--- src/rtl/bm_dag_pipe_param.sv ---
// Multi-channel registered DAG benchmark: shared operands fan out to CHANNELS
// delay lines, then a mode-selected registered reduction recombines them.
module bm_dag_pipe_chan #(
  parameter int WIDTH = 8,
  parameter int DEPTH = 3,
  parameter int OP    = 0
) (
  input  logic             clock,
  input  logic             reset_n,
  input  logic [DEPTH-1:0] i_ld,
  input  logic [WIDTH-1:0] i_a,
  input  logic [WIDTH-1:0] i_b,
  input  logic [WIDTH-1:0] i_a_d1,
  output logic [WIDTH-1:0] o_fin
);
  logic [DEPTH-1:0][WIDTH-1:0] r_stg;
  logic [WIDTH-1:0]            w_t;

  always_comb begin
    case (OP)
      0:       w_t = i_a & i_b;
      1:       w_t = i_a | i_b;
      2:       w_t = i_a ^ i_b;
      default: w_t = ~(i_a ^ i_b);
    endcase
  end

  // Each stage loads only when its incoming valid bit is set, so bubbles never disturb held data
  always_ff @(posedge clock or negedge reset_n) begin
    if (!reset_n) begin
      r_stg <= '0;
    end else begin
      if (i_ld[0]) r_stg[0] <= w_t;
      if (i_ld[1]) r_stg[1] <= i_a_d1 ^ r_stg[0];
      for (int j = 2; j < DEPTH; j++)
        if (i_ld[j]) r_stg[j] <= r_stg[j-1];
    end
  end

  assign o_fin = r_stg[DEPTH-1];
endmodule

module bm_dag_pipe_param #(
  parameter int WIDTH    = 8,
  parameter int CHANNELS = 4,
  parameter int DEPTH    = 3
) (
  input  logic             clock,
  input  logic             reset_n,
  input  logic             enable,
  input  logic             in_valid,
  input  logic [WIDTH-1:0] a_in,
  input  logic [WIDTH-1:0] b_in,
  input  logic [1:0]       mode,
  output logic             out_valid,
  output logic [WIDTH-1:0] out0,
  output logic             out1,
  output logic [15:0]      count
);
  logic [DEPTH:1]                 r_vld_pipe;
  logic [DEPTH:1][1:0]            r_mode;
  logic [WIDTH-1:0]               r_a_d1;
  logic [WIDTH-1:0]               r_out0;
  logic                           r_out1;
  logic                           r_ov;
  logic [15:0]                    r_count;
  logic [DEPTH-1:0]               w_ld;
  logic [CHANNELS-1:0][WIDTH-1:0] w_fin;
  logic [WIDTH-1:0]               w_red;

  // w_ld[j] loads stage j+1; stage 1 is fed by the accepted input
  assign w_ld = {r_vld_pipe[DEPTH-1:1], in_valid} & {DEPTH{enable}};

  always_ff @(posedge clock or negedge reset_n) begin
    if (!reset_n) begin
      r_vld_pipe <= '0;
      r_mode     <= '0;
      r_a_d1     <= '0;
    end else if (enable) begin
      r_vld_pipe <= {r_vld_pipe[DEPTH-1:1], in_valid};
      if (w_ld[0]) begin
        r_mode[1] <= mode;
        r_a_d1    <= a_in;
      end
      for (int j = 2; j <= DEPTH; j++)
        if (w_ld[j-1]) r_mode[j] <= r_mode[j-1];
    end
  end

  for (genvar k = 0; k < CHANNELS; k++) begin : g_ch
    bm_dag_pipe_chan #(.WIDTH(WIDTH), .DEPTH(DEPTH), .OP(k % 4)) u_ch (
      .clock  (clock),
      .reset_n(reset_n),
      .i_ld   (w_ld),
      .i_a    (a_in),
      .i_b    (b_in),
      .i_a_d1 (r_a_d1),
      .o_fin  (w_fin[k])
    );
  end

  always_comb begin
    w_red = w_fin[0];
    for (int k = 1; k < CHANNELS; k++) begin
      case (r_mode[DEPTH])
        2'b00:   w_red = w_red & w_fin[k];
        2'b01:   w_red = w_red | w_fin[k];
        2'b10:   w_red = w_red ^ w_fin[k];
        default: w_red = w_red + w_fin[k];
      endcase
    end
  end

  always_ff @(posedge clock or negedge reset_n) begin
    if (!reset_n) begin
      r_ov    <= 1'b0;
      r_out0  <= '0;
      r_out1  <= 1'b0;
      r_count <= '0;
    end else if (enable) begin
      r_ov <= r_vld_pipe[DEPTH];
      if (r_vld_pipe[DEPTH]) begin
        r_out0 <= w_red;
        r_out1 <= ^w_red;
      end
      if (r_ov) r_count <= r_count + 16'd1;
    end
  end

  // A stalled cycle hides a pending pulse; it reappears once the stall lifts
  assign out_valid = r_ov & enable;
  assign out0      = r_out0;
  assign out1      = r_out1;
  assign count     = r_count;
endmodule

--- config.mk ---
export PLATFORM = sky130hd
export DESIGN_NAME = bm_dag_pipe_param
export DESIGN_NICKNAME = d
export VERILOG_FILES = /design/src/rtl/bm_dag_pipe_param.sv
export SDC_FILE = /design/constraint.sdc
export NUM_CORES = 1
export LEC_CHECK = 0
export ABC_AREA = 1
export BUFFER_PORTS_ARGS = -buffer_cell sky130_fd_sc_hd__buf_2
export CORE_MARGIN = 2
export CORE_UTILIZATION = 45
export CTS_CLUSTER_SIZE = 30
export DETAILED_ROUTE_END_ITERATION = 12
export GPL_ROUTABILITY_DRIVEN = 0
export GPL_TIMING_DRIVEN = 0
export MAX_ROUTING_LAYER = met4
export PLACE_DENSITY = 0.69
export SLEW_MARGIN = 10
export SYNTH_ARGS = -nofsm -noshare
export SYNTH_HDL_FRONTEND = slang
export SYNTH_HIERARCHICAL = 1
export SYNTH_SLANG_ARGS = --single-unit
--- constraint.sdc ---
create_clock -name clock -period 6.4 [get_ports clock]
set_clock_uncertainty 0.2 [all_clocks]
set_input_delay 1.28 -clock clock [delete_from_list [all_inputs] [get_ports clock]]
set_output_delay 1.28 -clock clock [all_outputs]
set_load 0.005 [all_outputs]
After elaboration in Yosys (flattened, before gate mapping)

Index checks and enable logic that the tools add are counted.

Bits of input ports: 22
Bits in registers: 139
Logic and storage cells: 56
Output and inout bits: 26

Equal/unequal tests: 2
Mux-type cells: 3
$add $sub $neg: 4
Bitwise operators: 19
Reduce and logical (&&, ||, !) cells: 7

Operators with widths:

| operator              | count |
|---|---|
| $pmux 8 s3            | 3 |
| $xor 8x8->8           | 8 |
| $and 8x8->8           | 4 |
| $or 8x8->8            | 4 |
| $add 8x8->8           | 3 |
| $add 16x1->16 const B | 1 |
| $reduce_and 2->1      | 5 |
| $not 8->8             | 1 |
| $reduce_xor 8->1      | 1 |
| $and 3x3->3           | 1 |
| $eq 2x1->1 const B    | 1 |
| $eq 2x2->1 const B    | 1 |
| $logic_not 2->1       | 1 |
| $and 1x1->1           | 1 |

Depth between registers and ports, before layout

Gate-level depths: netlist (run 1).

Word-level depth: 7
Gate-level depth with buffers: 35
Depth with buffers taken out: 34

Hierarchy

The synthesis (run 1) kept the hierarchy.

By module, submodules not included:

| module                               | area an instance (um2) | instances | cells each |
|---|---|---|---|
| bm_dag_pipe_param                    | 3945.0                 | 1         | 544 |
| bm_dag_pipe_chan at g_ch[2].u_ch ... | 1234.9                 | 2         | 173 |
| bm_dag_pipe_chan at g_ch[0].u_ch     | 1106.1                 | 1         | 132 |
| bm_dag_pipe_chan at g_ch[1].u_ch     | 1098.6                 | 1         | 132 |

Worst setup path before layout (run 1)

No wires, ideal clock.

Kind: register to register
Start point: register r_mode[4] (netlist bit)
End point: register r_out1, in the netlist out1
Data required time: 6083 ps
Data arrival time: 3802 ps
Stages on the path, launching flop included: 32
Path slack: 2281 ps
Library setup time: 117 ps
Period minus slack after synthesis: 4119 ps
Cells stage by stage: dfrtp_1 -> buf_6 -> inv_2 -> nor2_4 -> inv_4 -> clkbuf_1 -> nor2_1 -> nor3_1 -> inv_1 -> ha_1 -> fa_1 -> a21oi_1 -> o21ai_0 -> nand2_1 -> a21oi_1 -> nor2_1 -> xor2_1 -> nand2_1 -> nand2_1 -> ha_1 -> nand2_1 -> inv_1 -> a21oi_1 -> nand2_1 -> nand2_1 -> nand2_1 -> a21boi_2 -> nand2_1 -> nand3_1 -> nand3_1 -> nand3_1 -> nand2_1

Word-level cells in the longest chain between the ends: 7
Elaborated cells on any way between the ends: 15

RTL lines:

| element                             | RTL line | text |
|---|---|---|
| start, declared                     | 61       | `logic [DEPTH:1][1:0] r_mode;` |
| start signal, assigned by index     | 86       | `if (w_ld[j-1]) r_mode[j] <= r_mode[j-1];` |
| $eq 2x2->1 (tied with other cells)  | 105      | `case (r_mode[DEPTH])` |
| $pmux 8 s3                          | 105      |  |
| $add 8x8->8 (tied with other cells) | 109      | `default: w_red = w_red + w_fin[k];` |
| $pmux 8 s3                          | 105      |  |
| $add 8x8->8 (tied with other cells) | 109      |  |
| $pmux 8 s3 *                        | 105      |  |
| $reduce_xor 8->1 *                  | 124      | `r_out1 <= ^w_red;` |
| end signal, assigned                | 124      |  |
| end, declared                       | 64       | `logic r_out1;` |

Mark *: on every way between the ends. The rest lies on a longest branch, timed or not.
A chain may end at the register's enable or synchronous reset.

Worst setup path in the final report (run 1)

Same ends and word-level chain as after synthesis.

==> results of run 1 <==
-- report_power, final --
part           internal [µW]  switching [µW]  leakage [µW]  total (µW)
Combinational            632             931       0.00339        1560
Sequential              1080             141       0.00172        1220
Clock                    633             362      0.000279         995
Total                   2340            1430       0.00539        3780
-- flip-flops by register name, indices dropped and copies added, names as in the netlist --
register / flops
out0: 8
g_ch.u_ch/r_stg: 64
r_vld_pipe: 3
out1: 1
count: 16
r_a_d1: 8
r_mode: 6
g_ch.u_ch/o_fin: 32
r_ov: 1
-- metal layers --
layer	part of all wire (%)	wire [µm]	vias up
li1	-	-	3632
met1	47	8639	3244
met2	48	8920	124
met3	3.4	624	26
met4	1.7	314	0
met5	0	0	-
-- through the flow --
| step | cells | power, µW | worst slack (ns) |
|---|---|---|---|
| finish | 1467 | 3777 | 1.475 |
| global route | 1467 | 4106 | 1.026 |
| CTS | 1467 | 3801 | 1.477 |
| detailed placement | 1435 | 2788 | 1.505 |
| global placement | 1434 | 2735 | 1.560 |
| floorplan | 1154 | 2404 | 2.281 |
-- path summary, 6_finish.rpt --
check	from	endpoint	slack, ns	cells past startpoint
min in group asynchronous	reset_n	out0[6]	0.68	1
worst max-delay path	r_mode[4]	out1	1.47	31
worst min register to register	count[15]	count[15]	0.27	1
max in group asynchronous	reset_n	g_ch[1].u_ch/r_stg[3]	4.55	2
worst max register to register	r_mode[4]	out1	1.47	31
worst min-delay path	count[15]	count[15]	0.27	1
-- cells by family (layout without fill, tap and decap cells) --
| family | count (synthesis) | after routing | synth area share [%] |
|---|---|---|---|
| and+or+nand+nor | 502 | 502 | 25.04 |
| buffers and inverters | 302 | 381 | 15.84 |
| AOI/OAI and AO/OA | 141 | 141 | 9.131 |
| DFF | 139 | 139 | 40.35 |
| adders and majority gates | 52 | 52 | 7.810 |
| xor gates and xnor gates | 18 | 18 | 1.829 |
-- layout make-up --
type | count | area [µm²] | area share [%]
Timing Repair Buffer | 47 | 264.0 | 2.699
Clock inverter | 10 | 141.4 | 1.445
Multi-Input combinational cell | 713 | 3776 | 38.60
Tap cell | 234 | 292.8 | 2.993
Buffer | 54 | 426.7 | 4.362
Inverter | 248 | 938.4 | 9.593
Sequential cell | 139 | 3478 | 35.56
Clock buffer | 22 | 464.2 | 4.745
-- placed cells by master (no fill, tap or decap), types with 4 or more instances in the layout --
cell type and n:
a21oi_1 27, buf_2 47, buf_4 39, buf_6 11, clkbuf_1 5, clkbuf_16 17
clkinvlp_4 5, dfrtp_1 139, ha_1 49, inv_1 237, inv_2 8, nand2_1 373
nand3_1 83, nand3_2 4, nor2_1 13, o211ai_1 6, o21ai_0 80, o21ai_1 5
o21ai_2 5, o22ai_1 8, or2_2 6, xnor2_1 7, xor2_1 11
==> impl_metrics.py, run 1 <==
metrics = {
    "global_route": {
        "grt-busiest-layer": "met2",
        "grtUsageMet1_pct": 25.26,
        "grt_util_met3_pct": 3.129,
        "grt_pass1_wl_mm": 31.75,
        "gr-total-overflow": 0,
        "antenna_found_initial": 0,
        "grt_max_degree": 80,
        "met2_usage_pct": 33.18,
        "grt_pass1_vias": 6840,
        "gr-usage-all-layers_pct": 20.07,
    },
    "worst_setup_path": {
        "start_kind": "flip-flop",
        "worstPathRequired_ns": 6.51,
        "critPathKind": "flip-flop to flip-flop",
        "crit_top_cell": "nand2_1",
        "path_max_fanout": 10,
        "slowest_stage": "clkbuf_1",
        "arrival_ns": 5.04,
        "critPathMaxStageDelay_ns": 0.45,
        "end_kind": "flip-flop",
        "crit_family": "simple AND/OR/NAND/NOR gates",
        "path_buf_inv": 6,
    },
    "clock_tree": {
        "cts_hold_buf": 0,
        "cts_max_level": 4,
        "cts_buffer_depth": 2,
        "clock-root-buffer": "clkbuf_16",
        "cts_setup_buffers": 0,
        "cts_tree": "built",
        "cts-buffers-inserted": 17,
        "cts_resized": 0,
        "clkTransAtPathRegs_ns": 0.06,
        "cts_num_sinks": 139,
        "clock_latency_ns": 0.42,
    },
    "finish": {
        "fillCellCount": 1775,
        "fin_nets": 1294,
        "final_layout_size_suffix_gt1_share_pct": 13.63,
        "antenna_cells": 0,
        "stdcell_area_um2": 9782,
        "final_util_pct": 52.12,
        "areaGrowthSynthToFinish_pct": 13.49,
    },
    "logic_synthesis": {
        "synthTopCellsByArea": "dfrtp_1 40%, nand2_1 16%, inv_1 10%",
        "synth_common_cells": "373 x nand2_1, 237 x inv_1, 139 x dfrtp_1, 83 x nand3_1, 80 x o21ai_0",
        "syn-num-nets": 1228,
        "yosysMostFrequentCell": "nand2_1",
        "synth_top_cell_area_share_pct": 40.35,
        "yosysWarningCount": 6,
        "synth_seq_cells": 139,
        "synth-async-reset-ratio_pct": 100.0,
        "synth_edf_count": 0,
        "synthCells": 1154,
        "yosysSeqAreaShare_pct": 40.35,
        "yosys.area.top_type": "dfrtp_1",
        "synth_cell_types": 47,
        "yosys_most_used_dff": "dfrtp_1",
        "postSynthAreaPerCell_um2": 7.469,
        "synth_area_um2": 8620,
    },
    "timing": {
        "rsz0062_at_grt": "no",
        "max_freq_mhz": 203.0,
        "hold_ws_ns": 0.2700,
        "post-route-period-util_pct": 76.96,
        "finalCriticalPeriod_ns": 4.925,
        "setup_violations": 0,
        "report.final.slew_viol_count": 0,
        "fin_setup_tns_ns": 0,
        "hold_violations": 0,
        "maxSlewHeadroom_pct": 21.18,
        "tightestPinTransition_ns": 1.182,
    },
    "detailed_routing": {
        "vias_per_cell": 4.789,
        "dr.first_iter.drc_count": 434,
        "antenna_left": 0,
        "vias": 7026,
        "wirelength_mm": 18.50,
        "first_pass_iters": 5,
        "drc": 0,
        "wl_per_cell_um": 12.61,
    },
    "floorplanning": {
        "initial_core_util_pct": 45.93,
        "die_x_um": 142.4,
        "fp.dieH_um": 142.4,
        "rows": 50,
        "dieArea_um2": 20280,
        "core_area_um2": 18770,
        "ios": 48,
    },
    "placement": {
        "portBuffers": 46,
        "hpwl_mm": 13.52,
        "dpl_cell_area_um2": 9176,
    },
    "power": {
        "power_density_nw_per_um2": 386.2,
        "p_leak_uw": 0.005394,
        "ir_worst_vdd_uv": 207.5,
    },
    "status": {
        "status": "finished clean",
    },
    "worst_hold_path": {
        "min_path_type": "flip-flop to flip-flop",
    },
    "run": {
        "max-cap-violations": 0,
    },
}
(Power assumes the default switching activity.)
==> inputs of run 2 (changes only) <==
==> constraint.sdc (replaced) <==
create_clock -name clock -period 4.9 [get_ports clock]
set_clock_uncertainty 0.2 [all_clocks]
set_input_delay 0.98 -clock clock [delete_from_list [all_inputs] [get_ports clock]]
set_output_delay 0.98 -clock clock [all_outputs]
set_load 0.005 [all_outputs]
==> run 2 against run 1 <==
Effect of this change: non-clock buffer count is 2 higher; worst hold slack hardly changed; design area is 0.74% higher; critical path depth is 1 higher; global-route usage stayed put; die area stayed put; count of clock-buffer cells in the layout stayed put; sequential power is 30% higher; sequential share of layout area is 0.26 points lower; highest routed layer unchanged.
==> impl_metrics.py, run 2 (synthesized netlist as in run 1, its figures left out) <==
metrics = {
    "status": {
        "status": "finished clean",
    },
    "global_route": {
        "grt_pass1_wl_mm": 31.75,
        "met2_usage_pct": 33.18,
        "grt_util_met3_pct": 3.129,
        "gr-total-overflow": 0,
        "antenna_found_initial": 0,
        "gr-usage-all-layers_pct": 20.07,
        "grt-busiest-layer": "met2",
        "grt_max_degree": 80,
        "grtUsageMet1_pct": 25.26,
        "grt_pass1_vias": 6840,
    },
    "worst_setup_path": {
        "rr_startpoint": "g_ch[1].u_ch/o_fin[0]",
        "path_max_fanout": 6,
        "worstPathRequired_ns": 5.01,
        "critPathMaxStageDelay_ns": 0.38,
        "ff2ff_setup_slack_ns": 0.39,
        "critPathKind": "flip-flop to flip-flop",
        "slowest_stage": "dfrtp_1",
        "end_kind": "flip-flop",
        "reg2reg_to": "out1",
        "start_kind": "flip-flop",
        "arrival_ns": 4.63,
        "r2r_cells": 32,
        "crit_top_cell": "nand2_1",
    },
    "finish": {
        "stdcell_area_um2": 9854,
        "largest_reg_flops": 64,
        "final_common_cell": "nand2_1",
        "final_util_pct": 52.51,
        "top_register": "g_ch.u_ch/r_stg",
        "layout_common_cells": "373 x nand2_1, 237 x inv_1, 139 x dfrtp_1",
        "areaGrowthSynthToFinish_pct": 14.33,
        "final_layout_size_suffix_gt1_share_pct": 14.33,
        "antenna_cells": 0,
        "stdcell_count": 1469,
        "fin_nets": 1296,
    },
    "placement": {
        "portBuffers": 46,
        "hpwl_mm": 13.52,
        "dpl_cell_area_um2": 9176,
        "dp_cells": 1435,
    },
    "clock_tree": {
        "cts-buffers-inserted": 17,
        "cts_buffer_depth": 2,
        "clock-root-buffer": "clkbuf_16",
        "cts_hold_buf": 0,
        "clkTransAtPathRegs_ns": 0.06,
        "clock_latency_ns": 0.42,
        "cts_num_sinks": 139,
        "cts_max_level": 4,
        "cts_tree": "built",
    },
    "floorplanning": {
        "initial_core_util_pct": 45.93,
        "core_area_um2": 18770,
        "ios": 48,
        "dieArea_um2": 20280,
        "fp.dieH_um": 142.4,
        "rows": 50,
        "die_x_um": 142.4,
    },
    "worst_hold_path": {
        "min_to": "count[15]",
        "min_path_type": "flip-flop to flip-flop",
        "min_from": "count[15]",
        "whs_path_depth": 1,
    },
    "detailed_routing": {
        "wirelength_mm": 18.58,
        "vias_per_cell": 4.793,
        "vias": 7041,
        "drc": 0,
        "antenna_left": 0,
        "first_pass_iters": 6,
        "dr.first_iter.drc_count": 385,
        "wl_per_cell_um": 12.65,
    },
    "timing": {
        "max_freq_mhz": 221.6,
        "report.final.slew_viol_count": 0,
        "hold_ws_ns": 0.2700,
        "hold_violations": 0,
        "post-route-period-util_pct": 92.11,
        "setup_violations": 0,
        "maxSlewHeadroom_pct": 22.24,
        "finalCriticalPeriod_ns": 4.514,
        "tightestPinTransition_ns": 1.166,
        "fin_setup_tns_ns": 0,
    },
    "power": {
        "power_density_nw_per_um2": 507.0,
        "ir_worst_vdd_uv": 265.8,
        "p_leak_uw": 0.005421,
    },
    "run": {
        "max-cap-violations": 0,
    },
}
[run 2: what timing repair did]
item / CTS / global route
buffers inserted: 0 / 2
gates cloned: 0 / 0
gates resized for setup: 1 / 16
setup endpoints to repair: 1 / 3
[run 2: worst max-delay path by stage]
stage / start / to / slack (ns) / depth (start not counted)
6_report: g_ch[1].u_ch/o_fin[0] / out1 / 0.39 / 32
5_1_grt: g_ch[0].u_ch/o_fin[0] / out1 / -0.005 / 34
4_1_cts: r_mode[4] / out1 / 0.08 / 29
3_5_place_dp: r_mode[4] / out1 / 0.005 / 31
3_3_place_gp: r_mode[4] / out1 / 0.06 / 31
2_1_floorplan: r_mode[4] / out1 / 0.78 / 31
[run 2: report_power, final]
| group | internal [µW] | leakage (µW) | total [µW] | switching [µW] |
|---|---|---|---|---|
| clock network | 826 | 0.000279 | 1300 | 471 |
| registers | 1410 | 0.00172 | 1590 | 185 |
| logic | 864 | 0.00342 | 2110 | 1240 |
[run 2: metrics by stage]
stage / setup slack, ns / power [µW]
6_report: 0.3864 / 4996
5_1_grt: -0.005065 / 5427
4_1_cts: 0.08262 / 4965
3_5_place_dp: 0.004563 / 3642
3_3_place_gp: 0.05968 / 3572
2_1_floorplan: 0.7810 / 3139
[run 2: worst max-delay path, delay by kind of cell (launching register included)]
| family | cells | cell delay (ns) |
|---|---|---|
| AND/OR/NAND/NOR | 17 | 1.85 |
| AO/OA/AOI/OAI | 4 | 0.48 |
| flip-flops | 1 | 0.38 |
| adder cells (fa/ha/maj) | 4 | 0.95 |
| buffers and inverters | 7 | 0.54 |
[run 2: cell type report]
| cell class | count | area (µm²) |
|---|---|---|
| Fill cell | 1763 | 8914 |
| Multi-Input combinational cell | 713 | 3822 |
| Sequential cell | 139 | 3478 |
| Inverter | 248 | 944.7 |
| Clock buffer | 22 | 464.2 |
| Buffer | 54 | 431.7 |
| Tap cell | 234 | 292.8 |
| Timing Repair Buffer | 49 | 279.0 |
| Clock inverter | 10 | 141.4 |
[run 2: layer usage]
layer / up-vias / part of all wire (%)
met5: - / 0
li1: 3635 / -
met4: 0 / 1.8
met2: 136 / 48
met1: 3245 / 46
met3: 25 / 3.6
